===== config.mk =====
export PLATFORM = sky130hd
export DESIGN_NAME = pipe_rx_data_packer_flat
export DESIGN_NICKNAME = d
export VERILOG_FILES = /design/src/rtl/pipe_rx_data_packer_if.sv /design/src/rtl/pipe_rx_data_packer.sv /design/src/flat_wrapper.sv
export SDC_FILE = /design/constraint.sdc
export NUM_CORES = 1
export LEC_CHECK = 0
export CAP_MARGIN = 5
export CORE_UTILIZATION = 30
export DETAILED_ROUTE_END_ITERATION = 16
export GPL_TIMING_DRIVEN = 0
export SKIP_CTS_REPAIR_TIMING = 1
export SYNTH_ARGS = -nofsm -noshare
export SYNTH_HDL_FRONTEND = slang
export SYNTH_SLANG_ARGS = --single-unit

===== constraint.sdc =====
create_clock -name pclk -period 2.5 [get_ports pclk]
set_clock_uncertainty 0.05 [all_clocks]
set_input_delay 0.25 -clock pclk [delete_from_list [all_inputs] [get_ports pclk]]
set_output_delay 0.25 -clock pclk [all_outputs]
set_load 0.02 [all_outputs]

===== src/rtl/pipe_rx_data_packer_if.sv =====
// pipe_rx_data_packer_if: decoded-symbol input and packed PIPE RxData output bundle.
interface pipe_rx_data_packer_if #(parameter int MAX_WIDTH = 32);
  logic [1:0]             width_sel;
  logic                   sym_valid;
  logic [7:0]             sym_data;
  logic                   sym_k;
  logic                   sym_align;
  logic [MAX_WIDTH-1:0]   rx_data;
  logic [MAX_WIDTH/8-1:0] rx_datak;
  logic                   rx_valid;
  logic [1:0]             cur_width;
  logic [7:0]             drop_cnt;
  modport master (
    output width_sel, sym_valid, sym_data, sym_k, sym_align,
    input  rx_data, rx_datak, rx_valid, cur_width, drop_cnt
  );
  modport slave (
    input  width_sel, sym_valid, sym_data, sym_k, sym_align,
    output rx_data, rx_datak, rx_valid, cur_width, drop_cnt
  );
endinterface


===== src/rtl/pipe_rx_data_packer.sv =====
// pipe_rx_data_packer: packs one decoded symbol per clock into an 8/16/32-bit PIPE RxData word.
module pipe_rx_data_packer #(
  parameter int MAX_WIDTH = 32
) (
  input logic                 pclk,
  input logic                 reset_n,
  pipe_rx_data_packer_if.slave bus
);
  localparam int LANES = MAX_WIDTH / 8;
  logic [1:0]           lane_q, lane_d, cur_width_q, cur_width_d, width_req, lane_wr, lane_last;
  logic [MAX_WIDTH-1:0] stage_q, stage_d, rx_data_q, rx_data_d, lane_mask_bits;
  logic [LANES-1:0]     stage_k_q, stage_k_d, rx_datak_q, rx_datak_d, lane_mask;
  logic                 rx_valid_q, rx_valid_d, drop, last;
  logic [7:0]           drop_cnt_q, drop_cnt_d;
  always_comb begin
    width_req = (bus.width_sel == 2'd3) ? 2'd2 : bus.width_sel;
    // width is only re-sampled between words so a word never straddles two widths
    cur_width_d = (lane_q == 2'd0) ? width_req : cur_width_q;
    lane_last = (cur_width_d == 2'd0) ? 2'd0 : (cur_width_d == 2'd1) ? 2'd1 : 2'd3;
    lane_mask = (cur_width_d == 2'd0) ? 4'b0001 : (cur_width_d == 2'd1) ? 4'b0011 : 4'b1111;
    drop = bus.sym_align && (lane_q != 2'd0);
    lane_wr = drop ? 2'd0 : lane_q;
    last = bus.sym_valid && (lane_wr == lane_last);
    stage_d = stage_q;
    stage_k_d = stage_k_q;
    lane_mask_bits = '0;
    for (int i = 0; i < LANES; i++) begin
      stage_d[8*i +: 8] = (bus.sym_valid && lane_wr == 2'(i)) ? bus.sym_data : stage_q[8*i +: 8];
      stage_k_d[i] = (bus.sym_valid && lane_wr == 2'(i)) ? bus.sym_k : stage_k_q[i];
      lane_mask_bits[8*i +: 8] = {8{lane_mask[i]}};
    end
    rx_valid_d = last;
    // stale bytes from wider earlier words sit in unused lanes; mask them off
    rx_data_d = last ? (stage_d & lane_mask_bits) : rx_data_q;
    rx_datak_d = last ? (stage_k_d & lane_mask) : rx_datak_q;
    lane_d = !bus.sym_valid ? lane_wr : last ? 2'd0 : lane_wr + 2'd1;
    drop_cnt_d = (drop && drop_cnt_q != 8'hFF) ? drop_cnt_q + 8'd1 : drop_cnt_q;
  end
  always_ff @(posedge pclk) begin
    if (!reset_n) begin
      lane_q <= 2'd0;
      cur_width_q <= width_req;
      stage_q <= '0;
      stage_k_q <= '0;
      rx_data_q <= '0;
      rx_datak_q <= '0;
      rx_valid_q <= 1'b0;
      drop_cnt_q <= 8'd0;
    end else begin
      lane_q <= lane_d;
      cur_width_q <= cur_width_d;
      stage_q <= stage_d;
      stage_k_q <= stage_k_d;
      rx_data_q <= rx_data_d;
      rx_datak_q <= rx_datak_d;
      rx_valid_q <= rx_valid_d;
      drop_cnt_q <= drop_cnt_d;
    end
  end
  assign bus.rx_data = rx_data_q;
  assign bus.rx_datak = rx_datak_q;
  assign bus.rx_valid = rx_valid_q;
  assign bus.cur_width = cur_width_q;
  assign bus.drop_cnt = drop_cnt_q;
endmodule


===== src/flat_wrapper.sv =====
// flat-port wrapper written by rule: the top's interface ports become plain ports
module pipe_rx_data_packer_flat 
#(
  parameter int MAX_WIDTH = 32
)
  (pclk, reset_n, bus_width_sel, bus_sym_valid, bus_sym_data, bus_sym_k, bus_sym_align, bus_rx_data, bus_rx_datak, bus_rx_valid, bus_cur_width, bus_drop_cnt);
  pipe_rx_data_packer_if #(.MAX_WIDTH(MAX_WIDTH)) bus_i ();
  input logic pclk;
  input logic reset_n;
  input wire logic [$bits(bus_i.width_sel)-1:0] bus_width_sel;
  input wire logic [$bits(bus_i.sym_valid)-1:0] bus_sym_valid;
  input wire logic [$bits(bus_i.sym_data)-1:0] bus_sym_data;
  input wire logic [$bits(bus_i.sym_k)-1:0] bus_sym_k;
  input wire logic [$bits(bus_i.sym_align)-1:0] bus_sym_align;
  output wire logic [$bits(bus_i.rx_data)-1:0] bus_rx_data;
  output wire logic [$bits(bus_i.rx_datak)-1:0] bus_rx_datak;
  output wire logic [$bits(bus_i.rx_valid)-1:0] bus_rx_valid;
  output wire logic [$bits(bus_i.cur_width)-1:0] bus_cur_width;
  output wire logic [$bits(bus_i.drop_cnt)-1:0] bus_drop_cnt;
  assign bus_i.width_sel = bus_width_sel;
  assign bus_i.sym_valid = bus_sym_valid;
  assign bus_i.sym_data = bus_sym_data;
  assign bus_i.sym_k = bus_sym_k;
  assign bus_i.sym_align = bus_sym_align;
  assign bus_rx_data = bus_i.rx_data;
  assign bus_rx_datak = bus_i.rx_datak;
  assign bus_rx_valid = bus_i.rx_valid;
  assign bus_cur_width = bus_i.cur_width;
  assign bus_drop_cnt = bus_i.drop_cnt;
  pipe_rx_data_packer #(.MAX_WIDTH(MAX_WIDTH)) u_core (.pclk(pclk), .reset_n(reset_n), .bus(bus_i));
endmodule

; Yosys cells after proc, flatten, opt, wreduce, memory -nomap -nowiden
; Cells that the tools add are included.
[classes]
addsub = 2
n_eq_ne = 7
n_mux = 18
n_bitwise = 2
reduce_logical = 11
[ops]
columns = cell, n
row1 = $and A32 B32 Y32, 1
row2 = $mux W8, 4
row3 = $mux W2, 8
row4 = $add A8 B1 Y8 const B, 1
row5 = $mux W4, 2
row6 = $ne A8 B8 Y1 const B, 1
row7 = $logic_and A1 B1 Y1, 7
row8 = $eq A2 B2 Y1 const B, 3
row9 = $logic_not A2 Y1, 3
row10 = $and A4 B4 Y4, 1
row11 = $eq A2 B1 Y1 const B, 2
row12 = $mux W1, 4
row13 = $add A2 B1 Y2 const B, 1
row14 = $eq A2 B2 Y1, 1
row15 = $reduce_bool A2 Y1, 1
[totals]
register_bits = 85
input_bits = 15
out_inout_bits = 47
word_cells = 48

; Logic depth before layout (Yosys ltp)
[depth]
word_depth = 10
ltp_mapped = 7

; Worst setup path after synthesis
; OpenSTA, ideal clock, no wires.
[synth_timing]
kind = reg-to-reg
start = register u_core.cur_width_q[1], in the netlist u_core.bus.cur_width[1]
end = register u_core.rx_data_q[7], in the netlist u_core.bus.rx_data[7]
setup_ps = 121
arrival_time_ps = 1697
path_slack_ps = 632
stages_incl_launch_ff = 7
path_buffers = 2
path_cell_list = dfxtp_1 > xor2_1 > mux2i_1 > nor4b_2 > buf_6 > buf_12 > mux2_4
[synth_via]
elab_chain_cells = 6
word_cells_on_any_way = 9
[synth_lines]
columns = element, line_no
row1 = from (decl), pipe_rx_data_packer.sv:10  ; logic [1:0] lane_q, lane_d, cur_width_q, cur_width_d, width_req, lane_wr, lane_last;
row2 = from (signal assigned), pipe_rx_data_packer.sv:42  ; cur_width_q <= width_req;
row3 = from (signal assigned), pipe_rx_data_packer.sv:51  ; cur_width_q <= cur_width_d;
row4 = $mux W2 (*), pipe_rx_data_packer.sv:18  ; cur_width_d = (lane_q == 2'd0) ? width_req : cur_width_q;
row5 = $eq A2 B1 Y1, pipe_rx_data_packer.sv:19  ; lane_last = (cur_width_d == 2'd0) ? 2'd0 : (cur_width_d == 2'd1) ? 2'd1 : 2'd3;
row6 = $mux W2 (2 in series), pipe_rx_data_packer.sv:19
row7 = $eq A2 B2 Y1, pipe_rx_data_packer.sv:23  ; last = bus.sym_valid && (lane_wr == lane_last);
row8 = $logic_and A1 B1 Y1, pipe_rx_data_packer.sv:23
row9 = to (signal assigned), pipe_rx_data_packer.sv:54  ; rx_data_q <= rx_data_d;
row10 = to (decl), pipe_rx_data_packer.sv:11  ; logic [MAX_WIDTH-1:0] stage_q, stage_d, rx_data_q, rx_data_d, lane_mask_bits;
; Mark *: on every way between the ends. The rest lies on a longest branch, timed or not.
; A chain may end at the register's enable or synchronous reset.

; Worst setup path in the final report
[layout_timing]
start = input port bus_sym_align
end = register u_core.rx_data_q[7], in the netlist u_core.bus.rx_data[7]
[layout_via]
elab_chain_cells = 6
word_cells_on_any_way = 8
[layout_lines]
columns = element, line_no
row1 = from (decl), flat_wrapper.sv:14  ; input wire logic [$bits(bus_i.sym_align)-1:0] bus_sym_align;
row2 = $logic_and A1 B1 Y1 (*), pipe_rx_data_packer.sv:21  ; drop = bus.sym_align && (lane_q != 2'd0);
row3 = $mux W2 (*), pipe_rx_data_packer.sv:22  ; lane_wr = drop ? 2'd0 : lane_q;
row4 = $logic_not A2 Y1, pipe_rx_data_packer.sv:28  ; stage_d[8*i +: 8] = (bus.sym_valid && lane_wr == 2'(i)) ? bus.sym_data : stage_q[8*i +: 8];
row5 = $logic_and A1 B1 Y1, pipe_rx_data_packer.sv:28
row6 = $mux W8, pipe_rx_data_packer.sv:28
row7 = $and A32 B32 Y32, pipe_rx_data_packer.sv:34  ; rx_data_d = last ? (stage_d & lane_mask_bits) : rx_data_q;
; Marked as above.

==> results_dict.tcl <==
set metrics [dict create \
    synth_common_cells "85 x dfxtp_1, 44 x nand2_1, 33 x nand3_1" \
    antenna_found_initial 0 \
    critPathMostFrequentCell "nand2_1" \
    power.share.switching_pct 23.90 \
    drv_cap 0 \
    final_area_um2 4578 \
    rsz0062_at_grt "false" \
    grt_pass1_wl_um 13770 \
    worstSkewPairLatency_ps 340 \
    worstPathCellList "clkdlybuf4s50_1 > nand2b_1 > ha_1 > clkbuf_1 > nand2_1 > nand2_1 > a21oi_1 > mux2_4" \
    grtUsageTotal_pct 15.31 \
    min_path_type "register to register" \
    crit_required_ps 2680 \
    cts_buffer_depth 2 \
    synth_edf_count 0 \
    power_switching_uw 717.4 \
    htreeDepth 3 \
    pre_cts_ws_ps -33.16 \
    synth_ff_type "dfxtp_1" \
    end_kind "register" \
    cp_num_buf_inv 2 \
    dr.pass1.iters 4 \
    vias 2741 \
    ios 62 \
    synth_top_area_share_pct 48.85 \
    ir_worst_vdd_v 0.0003603 \
    grt_max_degree 16 \
    ys_seq_elements 85 \
    routabilityCongestion 0.7559 \
    port_buffers 61 \
    min_period_over_period_pct 87.90 \
    synth_nets 369 \
    internal_power_uw 2285 \
    ys_warn_count 0 \
    synthDistinctLibCells 44 \
    diodes 0 \
    core-area_um2 11080 \
    finalWorstSetupSlack_ps 302.4 \
    clock_tree.root_cell "clkbuf_16" \
    cts_sinks 85 \
    die_h_um 109.8 \
    clock_power_share_pct 45.6 \
    dp_hpwl_um 6085 \
    combPwrFrac_pct 8.0 \
    grt_pass1_vias 2786 \
    syn_area_per_cell_um2 9.981 \
    ant_nets 0 \
    overflow 0 \
    startpoint_type "input port" \
    crit_fanout 10 \
    period_needed_ps 2198 \
    max_freq_mhz 455.0 \
    viasPerCell 4.843 \
    yosys.area.top_type "dfxtp_1" \
    drt_iter0_drc 62 \
    clk_pin_slew_worst_paths_ps 60 \
    row_count 38 \
    syn_inst 349 \
    p_seq_share_pct 46.4 \
    reg2regPathDepth 7 \
    syn_area_um2 3483 \
    wirelength_um 8616 \
    finalNetCount 441 \
    seq_area_frac_synth_pct 48.85 \
    worstMarginPinSlew_ps 533.6 \
    wire_per_inst_um 15.22 \
    cts_tree "done" \
    drc 0 \
    setup_violations 0 \
    hold_depth 2 \
    syn2layout_area_growth_pct 31.43 \
    die_area_um2 12050 \
    finalSetupTns_ps 0 \
    slew_headroom_pct 64.43 \
    slowest_stage "clkdlybuf4s50_1" \
    finalHoldViolations 0 \
    critPathArrivalTime_ps 2380 \
    cp_top_family "buffers and inverters" \
    drive_above_1_share_pct 12.91 \
    synth_most_common_cell "dfxtp_1" \
    drv_slew 0 \
    die_x_um 109.8 \
    placed_area_um2 4269 \
    path_depth 8 \
    p_per_area_nw_per_um2 655.7 \
    crit_path_max_incr_delay_ps 560 \
    yosys-top-cells-area "dfxtp_1 49%, mux2i_1 8.6%, mux2_2 8.4%" \
    initial_core_util_pct 31.44 \
    status "finished, final reports clean" \
    async_flop_share_pct 0 \
    cts_buffers 9 \
    critical_path_class "input port to register" \
    p_leak_uw 0.001720 \
]
[cells by family (layout without fill, tap and decap cells)]
kind of cell,count (synthesis),in the layout,share of synthesized area (%)
compound gates,35,35,6.861
buf+inv,24,101,3.663
fa+ha+maj,5,5,1.796
xor+xnor,4,4,1.006
flops,85,85,48.85
mux,58,58,17.89
simple gates,138,138,19.94
[worst paths after layout]
check	startpoint	to	slack, ps
worst max register to register	u_core.lane_q[0]$_SDFF_PN0_	u_core.bus.rx_data[7]$_SDFFE_PN0P_	440
worst max-delay path	bus_sym_align	u_core.bus.rx_data[7]$_SDFFE_PN0P_	300
worst min-delay path	u_core.bus.rx_data[19]$_SDFFE_PN0P_	u_core.bus.rx_data[19]$_SDFFE_PN0P_	410
worst min register to register	u_core.bus.rx_data[19]$_SDFFE_PN0P_	u_core.bus.rx_data[19]$_SDFFE_PN0P_	410
[layer usage]
metal | track usage, % | up-vias | routed length (um)
met2 | 26.68 | 76 | 4135
met3 | 3.734 | 7 | 544
met1 | 18.20 | 1304 | 3841
met5 | 0 | - | 0
met4 | 5.524 | 0 | 95
li1 | - | 1354 | -
[cells in the final DEF, fill, tap and decap left out, types with 2 or more instances in the layout]
cell,count
clkdlybuf4s50_1,61
clkbuf_16,9
xnor2_1,3
o21ai_0,2
dfxtp_1,85
buf_2,2
inv_6,2
nand2b_1,3
o32ai_1,9
buf_6,2
nor3b_1,2
ha_1,5
mux2_4,2
mux2i_1,30
nand2_1,44
clkinv_4,2
inv_1,4
nor4_1,2
and2_1,28
nor2_1,17
clkbuf_1,12
nand3_1,33
a21oi_1,14
mux2_2,26
[cell type report]
| type | count | area (um2) |
|---|---|---|
| Inverter | 5 | 18.77 |
| Fill cell | 1116 | 6500 |
| Sequential cell | 85 | 1702 |
| Clock inverter | 6 | 70.07 |
| Multi-Input combinational cell | 240 | 1654 |
| Clock buffer | 10 | 239.0 |
| Tap cell | 140 | 175.2 |
| Buffer | 19 | 108.9 |
| Timing Repair Buffer | 61 | 610.6 |
[worst register-to-register path, stage by stage (launching register included)]
cell and delay, ps:
dfxtp_1 370, nand2b_1 180, ha_1 180, clkbuf_1 350, nand2_1 300, nand2_1 140, a21oi_1 100, mux2_4 280
[power by group through the flow]
| stage | Clock (uW) | Sequential, uW | Combinational (uW) |
|---|---|---|---|
| global placement | 0 | 1420 | 240 |
| CTS | 1400 | 1390 | 244 |
| detailed placement | 0 | 1420 | 242 |
| floorplan | 0 | 1430 | 133 |
| global route | 1450 | 1390 | 261 |
| finish | 1370 | 1390 | 241 |
[metrics by stage]
stage | hold WS [ps] | utilization [%] | total power (uW) | instances
floorplan | 334.9 | - | 1564 | 349
global placement | 394.6 | 38.54 | 1661 | 550
detailed placement | 398.2 | 38.54 | 1665 | 550
CTS | 412.7 | 41.33 | 3036 | 566
global route | 431.7 | 41.33 | 3103 | 566
finish | 410.3 | 41.33 | 3002 | 566
[sequential cells by signal (all words and copies together) (netlist names)]
signal / flops
u_core.bus.rx_datak: 4
u_core.lane_q: 2
u_core.stage_q: 32
u_core.bus.rx_valid: 1
u_core.bus.drop_cnt: 8
u_core.bus.rx_data: 32
u_core.bus.cur_width: 2
u_core.stage_k_q: 4
(Power assumes the default switching activity.)
